[src/rtl/seg_pkg.sv]
// Shared constants for seven-segment receivers: glyph patterns, error codes,
// digit-select encodings and the frame-assembly state type.
package seg_pkg;

   // Active-high segment patterns, bit6..0 = a,b,c,d,e,f,g
   localparam logic [6:0] SEG_0 = 7'b1111110;
   localparam logic [6:0] SEG_1 = 7'b0110000;
   localparam logic [6:0] SEG_2 = 7'b1101101;
   localparam logic [6:0] SEG_3 = 7'b1111001;
   localparam logic [6:0] SEG_4 = 7'b0110011;
   localparam logic [6:0] SEG_5 = 7'b1011011;
   localparam logic [6:0] SEG_6 = 7'b1011111;
   localparam logic [6:0] SEG_7 = 7'b1110000;
   localparam logic [6:0] SEG_8 = 7'b1111111;
   localparam logic [6:0] SEG_9 = 7'b1110011;

   // Error causes reported on err_code
   localparam logic [1:0] ERR_NONE  = 2'd0;
   localparam logic [1:0] ERR_GLYPH = 2'd1;
   localparam logic [1:0] ERR_RANGE = 2'd2;
   localparam logic [1:0] ERR_SEL   = 2'd3;

   // Digit-select encodings
   localparam logic [1:0] SEL_BLANK   = 2'b00;
   localparam logic [1:0] SEL_UNITS   = 2'b01;
   localparam logic [1:0] SEL_TENS    = 2'b10;
   localparam logic [1:0] SEL_ILLEGAL = 2'b11;

   typedef enum logic [0:0] {
      S_TENS  = 1'b0,
      S_UNITS = 1'b1
   } state_t;

   // True when the select strobes exactly one digit
   function automatic logic sel_is_onehot(input logic [1:0] sel);
      return (sel == SEL_UNITS) || (sel == SEL_TENS);
   endfunction

   // Reassemble tens/units into a 5-bit value (tens is 0 or 1, so max 19)
   function automatic logic [4:0] join_digits(input logic [3:0] tens,
                                              input logic [3:0] units);
      return ({1'b0, tens} * 5'd10) + {1'b0, units};
   endfunction

endpackage

[src/rtl/seg_glyph_decode.sv]
// Combinational seven-segment glyph decoder: pattern -> {glyph_ok, digit}.
// Any pattern outside the ten decimal glyphs reports glyph_ok = 0, digit = 0.
module seg_glyph_decode
   import seg_pkg::*;
(
   input  logic [6:0] seg,
   output logic       glyph_ok,
   output logic [3:0] digit
);

   // Map each recognised glyph to its decimal value
   always_comb begin
      glyph_ok = 1'b1;
      digit    = 4'd0;
      case (seg)
         SEG_0:   digit = 4'd0;
         SEG_1:   digit = 4'd1;
         SEG_2:   digit = 4'd2;
         SEG_3:   digit = 4'd3;
         SEG_4:   digit = 4'd4;
         SEG_5:   digit = 4'd5;
         SEG_6:   digit = 4'd6;
         SEG_7:   digit = 4'd7;
         SEG_8:   digit = 4'd8;
         SEG_9:   digit = 4'd9;
         default: begin
            glyph_ok = 1'b0;
            digit    = 4'd0;
         end
      endcase
   end

endmodule

[src/rtl/seg_scan_decoder.sv]
// Receive side of a two-digit multiplexed seven-segment bus. Registers the
// bus, debounces each strobed digit, decodes the glyph and reassembles the
// tens/units pair into a 4-bit value, flagging glyph, range and select errors.
module seg_scan_decoder
   import seg_pkg::*;
#(
   parameter int unsigned STABLE_CYCLES = 2
)
(
   input  logic       clk,
   input  logic       rst_n,
   input  logic [6:0] seg,
   input  logic [1:0] dig_sel,
   output logic [3:0] num,
   output logic       num_valid,
   output logic       err,
   output logic [1:0] err_code
);

   // Counter value on the accepting cycle, and the value one cycle earlier
   localparam logic [3:0] ACCEPT_CNT = 4'(STABLE_CYCLES);
   localparam logic [3:0] ACCEPT_PRE = 4'(STABLE_CYCLES - 1);

   logic [6:0] seg_r;
   logic [1:0] sel_r;
   logic [6:0] seg_prev_r;
   logic [1:0] sel_prev_r;
   logic [3:0] cnt_r;
   logic [3:0] cnt_s;
   logic       accept_s;
   logic       glyph_ok_s;
   logic [3:0] digit_s;
   logic [4:0] value_s;
   state_t     state_r;
   state_t     state_s;
   logic [3:0] tens_r;
   logic [3:0] tens_s;
   logic [3:0] num_r;
   logic [3:0] num_s;
   logic       num_valid_r;
   logic       num_valid_s;
   logic       err_r;
   logic       err_s;
   logic [1:0] err_code_r;
   logic [1:0] err_code_s;

   // Capture the bus and keep one cycle of history for the stability compare
   always_ff @(posedge clk or negedge rst_n) begin
      if (!rst_n) begin
         seg_r      <= 7'd0;
         sel_r      <= 2'b00;
         seg_prev_r <= 7'd0;
         sel_prev_r <= 2'b00;
      end else begin
         seg_r      <= seg;
         sel_r      <= dig_sel;
         seg_prev_r <= seg_r;
         sel_prev_r <= sel_r;
      end
   end

   // Next stability count and the single accept per uninterrupted hold
   always_comb begin
      cnt_s    = 4'd0;
      accept_s = 1'b0;
      if (sel_is_onehot(sel_r)) begin
         if ((seg_r == seg_prev_r) && (sel_r == sel_prev_r)) begin
            cnt_s    = (cnt_r == 4'd15) ? 4'd15 : (cnt_r + 4'd1);
            // Only the step into ACCEPT_CNT accepts; saturation never re-fires
            accept_s = (cnt_r == ACCEPT_PRE);
         end else begin
            cnt_s    = 4'd1;
            accept_s = (ACCEPT_CNT == 4'd1);
         end
      end else begin
         cnt_s    = 4'd0;
         accept_s = 1'b0;
      end
   end

   // Stability counter register
   always_ff @(posedge clk or negedge rst_n) begin
      if (!rst_n) begin
         cnt_r <= 4'd0;
      end else begin
         cnt_r <= cnt_s;
      end
   end

   seg_glyph_decode u_glyph (
      .seg      (seg_r),
      .glyph_ok (glyph_ok_s),
      .digit    (digit_s)
   );

   // Frame assembly: next state, stored tens and the output pulses
   always_comb begin
      state_s     = state_r;
      tens_s      = tens_r;
      num_s       = num_r;
      num_valid_s = 1'b0;
      err_s       = 1'b0;
      err_code_s  = err_code_r;
      value_s     = join_digits(tens_r, digit_s);
      if (sel_r == SEL_ILLEGAL) begin
         // No accept can coincide with an illegal select, so SEL wins outright
         err_s      = 1'b1;
         err_code_s = ERR_SEL;
         state_s    = S_TENS;
      end else if (accept_s && (sel_r == SEL_TENS)) begin
         if (!glyph_ok_s) begin
            err_s      = 1'b1;
            err_code_s = ERR_GLYPH;
            state_s    = S_TENS;
         end else if (digit_s <= 4'd1) begin
            tens_s  = digit_s;
            state_s = S_UNITS;
         end else begin
            err_s      = 1'b1;
            err_code_s = ERR_RANGE;
            state_s    = S_TENS;
         end
      end else if (accept_s && (sel_r == SEL_UNITS)) begin
         case (state_r)
            S_UNITS: begin
               state_s = S_TENS;
               if (!glyph_ok_s) begin
                  err_s      = 1'b1;
                  err_code_s = ERR_GLYPH;
               end else if (value_s <= 5'd15) begin
                  num_s       = value_s[3:0];
                  num_valid_s = 1'b1;
               end else begin
                  err_s      = 1'b1;
                  err_code_s = ERR_RANGE;
               end
            end
            S_TENS: begin
               // A units digit with no tens yet is dropped to resynchronise
               state_s = S_TENS;
            end
            default: begin
               state_s = S_TENS;
            end
         endcase
      end else begin
         state_s = state_r;
      end
   end

   // FSM state, stored tens and registered outputs
   always_ff @(posedge clk or negedge rst_n) begin
      if (!rst_n) begin
         state_r     <= S_TENS;
         tens_r      <= 4'd0;
         num_r       <= 4'd0;
         num_valid_r <= 1'b0;
         err_r       <= 1'b0;
         err_code_r  <= ERR_NONE;
      end else begin
         state_r     <= state_s;
         tens_r      <= tens_s;
         num_r       <= num_s;
         num_valid_r <= num_valid_s;
         err_r       <= err_s;
         err_code_r  <= err_code_s;
      end
   end

   assign num       = num_r;
   assign num_valid = num_valid_r;
   assign err       = err_r;
   assign err_code  = err_code_r;

endmodule
[config.mk]
export PLATFORM = sky130hd
export DESIGN_NAME = seg_scan_decoder
export DESIGN_NICKNAME = d
export VERILOG_FILES = /design/src/rtl/seg_pkg.sv /design/src/rtl/seg_glyph_decode.sv /design/src/rtl/seg_scan_decoder.sv
export SDC_FILE = /design/constraint.sdc
export NUM_CORES = 1
export LEC_CHECK = 0
export CORE_MARGIN = 5
export CORE_UTILIZATION = 48
export CTS_CLUSTER_DIAMETER = 80
export DETAILED_ROUTE_END_ITERATION = 10
export GPL_ROUTABILITY_DRIVEN = 0
export PLACE_DENSITY = 0.78
export SLEW_MARGIN = 25
export SYNTH_ARGS = -nofsm -noshare
export SYNTH_HDL_FRONTEND = slang
export SYNTH_SLANG_ARGS = --single-unit
export TNS_END_PERCENT = 100
[constraint.sdc]
create_clock -name clk -period 6.78 [get_ports clk]
set_input_delay 1.695 -clock clk [delete_from_list [all_inputs] [get_ports clk]]
set_output_delay 1.695 -clock clk [all_outputs]
set_load 0.01 [all_outputs]
Yosys cells after proc, flatten, opt, wreduce, memory -nomap -nowiden
Index checks and enable logic that the tools add are counted.
W data, S select, Z words.

storage, ports and cells
  flip-flop bits (word level) = 35
  input bits = 11
  output and inout bits = 8

operators by class
  $add $sub $neg = 2
  multiply operators = 1
  $lt $le $gt $ge = 2
  eq/ne operators = 19
  mux-type cells = 34
  bitwise gates (word level) = 2
  reduce and logical (&&, ||, !) cells = 10

operators with widths
  kind                   number
  $eq A7 B7 Y1 const B   8
  $pmux W4 S9            1
  $mux W1                22
  $mux W2                8
  $eq A7 B6 Y1 const B   2
  $mux W4                3
  $reduce_or A10 Y1      1
  $ne A4 B4 Y1 const B   2
  $reduce_and A4 Y1      2
  $eq A7 B7 Y1           1
  $reduce_and A6 Y1      1
  $reduce_bool A3 Y1     2
  $add A5 B4 Y5          1
  $le A5 B4 Y1 const B   1
  $add A4 B1 Y4 const B  1
  $eq A2 B2 Y1 const B   2
  $eq A4 B1 Y1 const B   1
  $eq A4 B4 Y1 const B   1
  $le A4 B1 Y1 const B   1
  $mul A4 B3 Y4 const B  1
  $logic_and A1 B1 Y1    3
  $eq A2 B1 Y1 const B   1
  $eq A2 B2 Y1           1
  $not A1 Y1             2
  $logic_or A1 B1 Y1     1

Longest topological paths before layout
Gate-level depths: netlist of run 1.

  depth in word-level cells = 10
  gate-level depth with buffers = 14

Hierarchy
From an unflattened synthesis of run 1, not the netlist that was laid out.

second synthesis, totals
  cells, all modules = 155
  area, all modules = 1766.7 µm²

modules (own cells, without submodules)
  module            instances  cells each  area an instance (µm²)  sequential area each (µm²)
  seg_scan_decoder  1          122         1569.0                  875.8
  seg_glyph_decode  1          33          197.7                   0.0

Least setup slack after synthesis of run 1
No wires, ideal clock.

  path kind = register -> register
  start = register seg_r[3]
  end = register num_r[0], in the netlist num[0]
  arrival = 2584 ps
  path slack = 4071 ps
  cell stages (with the launch flop) = 12
  path buffers = 1
  path through = dfrtp_1 buf_1 and3b_1 a22oi_1 inv_1 ha_1 a21o_1 a21oi_1 xnor2_1 o21a_1 nand3_1 mux2_2

RTL lines
  element                                              RTL line                 source
  start, declared                                      seg_scan_decoder.sv:24   logic [6:0] seg_r;
  start signal, assigned                               seg_scan_decoder.sv:55   seg_r <= seg;
  $eq A7 B7 Y1 / $eq A7 B6 Y1 (equally long branches)  seg_glyph_decode.sv:15   case (seg)
  $pmux W4 S9 *                                        seg_glyph_decode.sv:15
  via digit_s[2]                                       seg_scan_decoder.sv:32   logic [3:0] digit_s;
  $add A5 B4 Y5 *                                      seg_pkg.sv:42            return ({1'b0, tens} * 5'd10) + {1'b0, units};
  $le A5 B4 Y1 *                                       seg_scan_decoder.sv:130  end else if (value_s <= 5'd15) begin
  $reduce_and A6 Y1 (no source line) *                 --
  end signal, assigned                                 seg_scan_decoder.sv:163  num_r <= num_s;
  end, declared                                        seg_scan_decoder.sv:38   logic [3:0] num_r;

Mark *: on every way through the listed nets, which the timed path passes. The rest lies on a longest branch.
A chain may end at the register's enable or synchronous reset.

Worst setup path in the final report of run 1
  start = register err_code_r[1], in the netlist err_code[1]
  end = output port err_code[1]

RTL lines
  element                 RTL line                 source
  start, declared         seg_scan_decoder.sv:44   logic [1:0] err_code_r;
  start signal, assigned  seg_scan_decoder.sv:166  err_code_r <= err_code_s;
  end, declared           seg_scan_decoder.sv:17   output logic [1:0] err_code

No word-level cell between the ends.

==> results of run 1 <==
sequential cells by signal, summed over array words and instances, names as in the netlist:
| signal | count |
|---|---|
| err_code | 2 |
| sel_prev_r | 2 |
| cnt_r | 4 |
| state_r | 1 |
| num_valid | 1 |
| num | 4 |
| err | 1 |
| tens_r | 4 |
| seg_prev_r | 7 |
| seg_r | 7 |
| sel_r | 2 |
metrics by stage:
step                      worst slack, ns  cells  power (W)  cell area, um^2  utilization (%)
after floorplan                      4.07    154   0.000245             1700                -
after global routing                 3.61    219   0.000412             1980             58.5
final                                3.84    219   0.000395             1980             58.5
after global placement               4.05    212   0.000258             1910             56.4
after detailed placement             3.96    212   0.000260             1910             56.4
after CTS                            3.82    219   0.000398             1980             58.5
report_power, final:
part / switching, W / leakage [nW] / total, W / internal (W)
Clock: 0.0000637 / 0.0383 / 0.000140 / 0.0000759
Sequential: 0.00000887 / 0.434 / 0.000224 / 0.000215
Combinational: 0.0000153 / 0.429 / 0.0000314 / 0.0000161
worst paths after layout:
| check | to | slack, ns | start |
|---|---|---|---|
| max | err_code[1] | 3.84 | err_code[1]$_DFFE_PN0P_ |
| min | sel_prev_r[1]$_DFF_PN0_ | 0.45 | sel_r[1]$_DFF_PN0_ |
| max reg2reg | num[3]$_DFFE_PN0P_ | 3.92 | seg_r[3]$_DFF_PN0_ |
| min reg2reg | sel_prev_r[1]$_DFF_PN0_ | 0.45 | sel_r[1]$_DFF_PN0_ |
| max in group asynchronous | seg_r[4]$_DFF_PN0_ | 4.71 | rst_n |
| min in group asynchronous | cnt_r[3]$_DFF_PN0_ | 1.75 | rst_n |
routing by layer:
metal / global-route usage (%) / wire length (um) / vias up
met5: 0 / 0 / -
met4: 7.16 / 87 / 0
met3: 4.93 / 169 / 10
met2: 22.4 / 1490 / 32
met1: 16.3 / 1330 / 553
li1: - / - / 577
layout make-up:
type                       count  area, um^2  area share, %
inverter                       7        26.3           1.33
sequential                    35         876           44.2
tap                           46        57.6           2.90
clock inverter                 1        30.0           1.52
timing repair buffer          19         188           9.47
multi-input combinational    105         763           38.5
clock buffer                   6        41.3           2.08
cell usage in the layout (no fill, tap or decap), types with 2 or more instances in the layout:
cell type	Yosys	routed
nor2b_1	3	3
a31oi_1	3	3
clkdlybuf4s50_1	0	18
xnor2_1	10	10
a21oi_1	6	6
a211oi_1	2	2
nand4_1	4	4
dfrtp_1	35	35
nand3_1	8	8
inv_1	7	7
and2_1	3	3
mux2_2	4	4
nand2_1	7	7
o21ba_2	2	2
ha_1	9	9
or4_1	2	2
o21ai_0	5	5
clkbuf_4	0	5
xor2_1	5	5
nor2_1	12	12
worst register-to-register path: cells and delay by family (launching register included):
kind            cells  cell delay (ns)
xor+xnor            1             0.13
simple gates        2             0.44
buf+inv             1             0.13
compound gates      4             0.79
mux                 1             0.34
fa+ha+maj           1             0.31
flops               1             0.62
kinds of logic (layout without fill, tap and decap cells):
logic type      count (synthesis)  in the layout
compound gates                 28             28
buf+inv                        14             33
xor+xnor                       15             15
mux                             6              6
simple gates                   46             46
fa+ha+maj                      10             10
flops                          35             35
==> results.cfg, run 1 <==
[sta]
tightest_slew_ns = 0.435
fin_crit_ns = 2.94
slew_headroom_pct = 71.0
rsz0062_at_grt = no
setup_viol = 0
fin_skew_ns = 0.0102
final_hold_viol_count = 0
maxSlewViolCount = 0
totalNegativeSetupSlack_ns = 0
fin_hold_ws_ns = 0.455
max_freq_ghz = 0.341
fin_crit_sh_pct = 43.3

[worst_setup_path]
ff2ff_path_depth = 10
crit_type = reg -> out
cp_cell_sequence = clkdlybuf4s50_1
worst-path-max-fanout = 2
cp_slowest_cell = clkdlybuf4s50_1
crit_required_ns = 5.09
cpPeakStageDelay_ns = 0.54
critPathBufInv = 1
cp_top_family = buffers and inverters
worst-path-stages = 1
endpoint_kind = output port
worstSetupStartpointType = register
crit_arrival_ns = 1.24

[logic_synthesis]
synth_compound_area_share_pct = 11.1
ys_types = 42
synth_area_leaders = dfrtp_1, ha_1, xnor2_1
synth_seq_area_share_pct = 51.4
netlist_instances = 154
synth_fa_ha_area_share_pct = 7.79
synth_flop_cell = dfrtp_1
synth_nets = 175
synth_common_cells = dfrtp_1, nor2_1, xnor2_1
synth-edff-count = 0
synth_simple_gate_area_share_pct = 14.1
synth_area_um2 = 1700
async_flop_share_pct = 100
muxShareOfSynthArea_pct = 4.11
ys_ff_latch = 35
synth_top_area_cell = dfrtp_1
synth_area_per_cell_um2 = 11.1
synth_top_family_by_area = simple AND/OR/NAND/NOR gates
synth_xor_area_share_pct = 7.71
yosys_warnings = 0
yosysMostFrequentCell = dfrtp_1
synth_top_cell_area_share_pct = 51.4

[global_routing]
grt_max_degree = 36
track_usage_pct = 13.9
grt_pass1_vias = 1184
antenna_found_initial = 0
grt_pass1_wl_um = 5290
grt_overflow = 0

[die]
io_pins = 19
coreArea_um2 = 3390
num_rows = 21
dieWidth_um = 69.6
dieHeight_um = 69.6
initial_core_util_pct = 50.2
die_area_um2 = 4840

[cells_and_area]
layout.nets = 194
syn2layout_area_growth_pct = 16.4
drive_above_1_share_pct = 8.67
n_antenna_cell = 0
fillCellCount = 269

[flow_run]
drv_cap = 0

[clock_tree]
ctsLongestPathBuffers = 2
cts_root_buffer = clkbuf_4
cts_inserted_buffers = 5
post-cts-setup-buffers = 0
cts_tree = built
clk_latency_ns = 0.34
hold_buffers = 0
h-tree-depth = 2
path_clk_slew_ns = 0.10
ctsResizeCount = 0
cts_sinks = 35

[power_and_ir_drop]
power_density_nw_per_um2 = 199
power_leakage_nw = 0.901
irDropWorstVdd_v = 0.000124

[detailed_routing]
wl_per_cell_um = 14.1
detail_route.first_pass.iterations = 4
vias = 1172
antenna_left = 0
wl_um = 3080
drt-vias-per-instance = 5.35
drc = 0
drt_iter0_markers = 53

[placed_design]
hpwl_um = 2270
io_buffers = 18

[worst_hold_path]
hp-class = reg -> reg
holdPathStages = 0

[run_status]
status = complete, no violations
Note: power is estimated with default switching activity, not from simulation.
==> run 2, diff against run 1 <==
--- a/config.mk
+++ b/config.mk
@@ -10,7 +10,7 @@
 export CTS_CLUSTER_DIAMETER = 80
 export DETAILED_ROUTE_END_ITERATION = 10
 export GPL_ROUTABILITY_DRIVEN = 0
-export PLACE_DENSITY = 0.78
+export PLACE_DENSITY = 0.8
 export SLEW_MARGIN = 25
 export SYNTH_ARGS = -nofsm -noshare
 export SYNTH_HDL_FRONTEND = slang
==> constraint.sdc (replaced) <==
create_clock -name clk -period 2.4 [get_ports clk]
set_input_delay 0.6 -clock clk [delete_from_list [all_inputs] [get_ports clk]]
set_output_delay 0.6 -clock clk [all_outputs]
set_load 0.01 [all_outputs]
==> results.cfg, run 2 (synthesis results as in run 1) <==
[run_status]
status = finished, violations left
violations = negative setup slack

[placed_design]
dp_worst_setup_slack_ns = -0.116
io_buffers = 18
dpl-instance-area_um2 = 2080
hpwl_um = 2700

[cells_and_area]
final_cell_mix = dfrtp_1, buf_4, clkdlybuf4s50_1
fillCellCount = 249
drive_above_1_share_pct = 34.3
n_antenna_cell = 0
layout.nets = 224
final_area_um2 = 2320
top_regs = seg_prev_r: 7 flops, seg_r: 7 flops
final_common_cell = dfrtp_1
syn2layout_area_growth_pct = 36.5

[worst_setup_path]
worst-path-max-fanout = 7
cp_top_family = simple AND/OR/NAND/NOR gates
endpoint_kind = register
cp_cell_sequence = buf_4, or4_1, a211oi_2, inv_1, or4_4, mux2_4
crit_required_ns = 2.63
critPathBufInv = 2
cpPeakStageDelay_ns = 0.55
worstSetupStartpointType = register
crit_arrival_ns = 2.66
cp_slowest_cell = or4_4
crit_type = reg -> reg

[global_routing]
track_usage_pct = 16.1
antenna_found_initial = 0
grt_pass1_vias = 1408
grt_pass1_wl_um = 6230
grt_max_degree = 36
grt_overflow = 0

[clock_tree]
cts_inserted_buffers = 5
path_clk_slew_ns = 0.12
cts_tree = built
cts_root_buffer = clkbuf_4
h-tree-depth = 2
cts_sinks = 35
clk_latency_ns = 0.35
hold_buffers = 0
ctsLongestPathBuffers = 2

[die]
coreArea_um2 = 3390
initial_core_util_pct = 50.2
dieWidth_um = 69.6
io_pins = 19
dieHeight_um = 69.6
die_area_um2 = 4840
num_rows = 21

[worst_hold_path]
hp-class = reg -> reg

[detailed_routing]
wl_per_cell_um = 15.9
maxUsedRoutingLayer = met4
vias = 1332
drt-vias-per-instance = 5.33
drt_iter0_markers = 55
met3_length_um = 141
wl_um = 3970
detail_route.first_pass.iterations = 5
drc = 0
met2WireLength_um = 2130
antenna_left = 0
met1_length_um = 1590

[sta]
setup_viol = 2
maxSlewViolCount = 0
final_hold_viol_count = 0
fin_ws_ns = -0.0289
fin_crit_sh_pct = 101
max_freq_ghz = 0.412
slew_headroom_pct = 71.0
rsz0062_at_grt = yes
fin_crit_ns = 2.43
tightest_slew_ns = 0.435
fin_skew_ns = 0.0139

[power_and_ir_drop]
power_density_nw_per_um2 = 476
irDropWorstVdd_v = 0.000485
power_leakage_nw = 1.04

[flow_run]
drv_cap = 0
==> run 2: repair_timing <==
action / in CTS / in global routing
buffers inserted: 8 / 4
endpoints found under the setup margin: 7 / 8
endpoints found under the hold margin: 0 / 0
resized for setup: 10 / 17
pin swaps: 7 / 5
==> run 2: per-layer routing <==
| metal | up-vias | GRT usage [%] |
|---|---|---|
| li1 | 635 | - |
| met5 | - | 0 |
| met3 | 12 | 4.20 |
| met1 | 655 | 17.8 |
| met2 | 30 | 28.3 |
| met4 | 0 | 8.24 |
==> run 2: path summary, 6_finish.rpt <==
| check | startpoint | to | slack, ns | depth (start not counted) |
|---|---|---|---|---|
| max | seg_r[6]$_DFF_PN0_ | tens_r[0]$_DFFE_PN0P_ | -0.03 | 6 |
| min in group asynchronous | rst_n | cnt_r[1]$_DFF_PN0_ | 0.64 | 2 |
| max in group asynchronous | rst_n | seg_r[2]$_DFF_PN0_ | 1.42 | 2 |
| max reg2reg | seg_r[6]$_DFF_PN0_ | tens_r[0]$_DFFE_PN0P_ | -0.03 | 6 |
| min reg2reg | seg_r[4]$_DFF_PN0_ | seg_prev_r[4]$_DFF_PN0_ | 0.44 | 0 |
| min | seg_r[4]$_DFF_PN0_ | seg_prev_r[4]$_DFF_PN0_ | 0.44 | 0 |
==> run 2: through the flow <==
stage          power [W]  TNS [ns]  cells  util, %  hold WS [ns]
2_1_floorplan   0.000695  -0.00956    154        -         0.304
3_3_place_gp    0.000749    -0.134    230     61.5         0.408
3_5_place_dp    0.000756    -0.479    230     61.5         0.413
4_1_cts          0.00110    -0.155    246     65.8         0.441
5_1_grt          0.00116    -0.526    250     68.6         0.472
6_report         0.00111   -0.0434    250     68.6         0.444
==> run 2: final cells by class <==
| class | instances | area [um^2] | area share, % |
|---|---|---|---|
| clock buffers | 5 | 37.5 | 1.61 |
| clock inverters | 3 | 23.8 | 1.02 |
| inverters | 7 | 26.3 | 1.13 |
| multi-input cells | 105 | 870 | 37.4 |
| flip-flops and latches | 35 | 882 | 37.9 |
| well taps | 46 | 57.6 | 2.48 |
| repair buffers | 49 | 428 | 18.4 |
==> run 2: where the power goes <==
part / switching, W / internal [W]
sequential: 0.0000179 / 0.000608
combinational: 0.0000666 / 0.0000751
clock: 0.000221 / 0.000117
total: 0.000305 / 0.000801
==> run 3, diff against run 2 <==
--- a/config.mk
+++ b/config.mk
@@ -9,8 +9,9 @@
 export CORE_UTILIZATION = 48
 export CTS_CLUSTER_DIAMETER = 80
 export DETAILED_ROUTE_END_ITERATION = 10
+export DONT_BUFFER_PORTS = 1
 export GPL_ROUTABILITY_DRIVEN = 0
-export PLACE_DENSITY = 0.8
+export PLACE_DENSITY = 0.73
 export SLEW_MARGIN = 25
 export SYNTH_ARGS = -nofsm -noshare
 export SYNTH_HDL_FRONTEND = slang
==> results.cfg, run 3 (synthesis results as in run 1) <==
[cells_and_area]
syn2layout_area_growth_pct = 28.1
top_regs = seg_prev_r: 7 flops, seg_r: 7 flops
multi_input_area_um2 = 873
fin_cells = 233
final-seq-area_um2 = 883
layout.nets = 207
fillCellCount = 250
final_cell_mix = dfrtp_1, buf_4, nor2_1
n_antenna_cell = 0
drive_above_1_share_pct = 38.5

[die]
dieWidth_um = 69.6
num_rows = 21
dieHeight_um = 69.6
coreArea_um2 = 3390
die_area_um2 = 4840
initial_core_util_pct = 50.2
io_pins = 19

[worst_setup_path]
r2r_start = seg_r[1]$_DFF_PN0_
worstSetupStartpointType = register
cp_slowest_cell = or4_4
crit_type = reg -> reg
cp_top_family = simple AND/OR/NAND/NOR gates
crit_arrival_ns = 2.69
worst-path-stages = 6
ff2ff_path_depth = 6
cp_common_cell = or4_4
crit_required_ns = 2.63
cp_cell_sequence = buf_6, xor2_1, a221o_1, or4_4, or4_4, mux2_4
critPathBufInv = 1
rr_endpoint = tens_r[0]$_DFFE_PN0P_
cpPeakStageDelay_ns = 0.55
r2r_slack_ns = -0.06
worst-path-max-fanout = 8
endpoint_kind = register

[detailed_routing]
vias = 1285
antenna_left = 0
wl_per_cell_um = 16.0
drc = 0
wl_um = 3730
detail_route.first_pass.iterations = 4
drt_iter0_markers = 36
drt-vias-per-instance = 5.52

[global_routing]
grt_pass1_wl_um = 6380
gr-usage-met3_pct = 5.65
grtUsageMet2_pct = 26.6
track_usage_pct = 16.4
grt_max_degree = 36
met1_usage_pct = 19.3
grt_most_used_layer = met2
grt_overflow = 0
antenna_found_initial = 0
grt_pass1_vias = 1394

[sta]
rsz0062_at_grt = yes
final_hold_viol_count = 0
fin_skew_ns = 0.0155
fin_crit_ns = 2.46
slew_headroom_pct = 81.5
max_freq_ghz = 0.406
totalNegativeSetupSlack_ns = -0.162
maxSlewViolCount = 0
fin_crit_sh_pct = 103
setup_viol = 5
fin_hold_ws_ns = 0.0670
fin_ws_ns = -0.0640
tightest_slew_ns = 0.276

[placed_design]
io_buffers = 0
dp.cells = 211
hpwl_um = 2510

[clock_tree]
cts_root_buffer = clkbuf_4
cts_tree = built
path_clk_slew_ns = 0.12
ctsLongestPathBuffers = 2
cts_sinks = 35
h-tree-depth = 2
cts_inserted_buffers = 5
clk_latency_ns = 0.34

[power_and_ir_drop]
power_density_nw_per_um2 = 539
irDropWorstVdd_v = 0.000338
power_leakage_nw = 1.01

[run_status]
violations = negative setup slack
status = finished, violations left

[worst_hold_path]
hp-class = in -> async

[flow_run]
drv_cap = 0
## run 3: layout make-up
class,count,area share [%]
sequential,35,40.5
multi-input combinational,105,40.0
timing repair buffer,32,11.9
tap,46,2.64
clock inverter,3,2.01
clock buffer,5,1.72
inverter,7,1.20
## run 3: timing repair
item                       CTS  global route
hold endpoints to repair    35             0
hold buffers                 1             0
gates resized for setup     10            16
setup endpoints to repair    6             9
buffers inserted             4             9
pin swaps                    1             9
## run 3: power by group
part | switching [W] | total, W | internal [W]
logic | 0.0000618 | 0.000121 | 0.0000595
registers | 0.0000200 | 0.000629 | 0.000609
clock network | 0.000206 | 0.000426 | 0.000219
## run 3: how the worst max path moves through the flow
stage / startpoint / endpoint / slack (ns)
after floorplan: sel_r[0]$_DFF_PN0_ / tens_r[0]$_DFFE_PN0P_ / -0.01
after global placement: seg_r[4]$_DFF_PN0_ / num[0]$_DFFE_PN0P_ / -0.01
after detailed placement: seg_r[1]$_DFF_PN0_ / num[0]$_DFFE_PN0P_ / -0.14
after CTS: seg_r[4]$_DFF_PN0_ / num[1]$_DFFE_PN0P_ / -0.05
after global routing: seg_r[1]$_DFF_PN0_ / num[1]$_DFFE_PN0P_ / -0.17
final: seg_r[1]$_DFF_PN0_ / tens_r[0]$_DFFE_PN0P_ / -0.06
## run 3: through the flow
| stage | util [%] | cell area, um^2 | power [W] | setup WS, ns |
|---|---|---|---|---|
| global route | 64.4 | 2180 | 0.00124 | -0.168 |
| floorplan | - | 1750 | 0.000695 | -0.00956 |
| detailed placement | 55.9 | 1900 | 0.000725 | -0.138 |
| finish | 64.4 | 2180 | 0.00118 | -0.0640 |
| CTS | 60.9 | 2070 | 0.00117 | -0.0512 |
| global placement | 55.9 | 1900 | 0.000719 | -0.0123 |
## run 3: metal layers
metal | routed length (um) | share of wire [%] | up-vias
met2 | 1930 | 52 | 32
met1 | 1520 | 41 | 636
met3 | 165 | 4.4 | 13
li1 | - | - | 604
met4 | 107 | 2.9 | 0
met5 | 0 | 0 | -
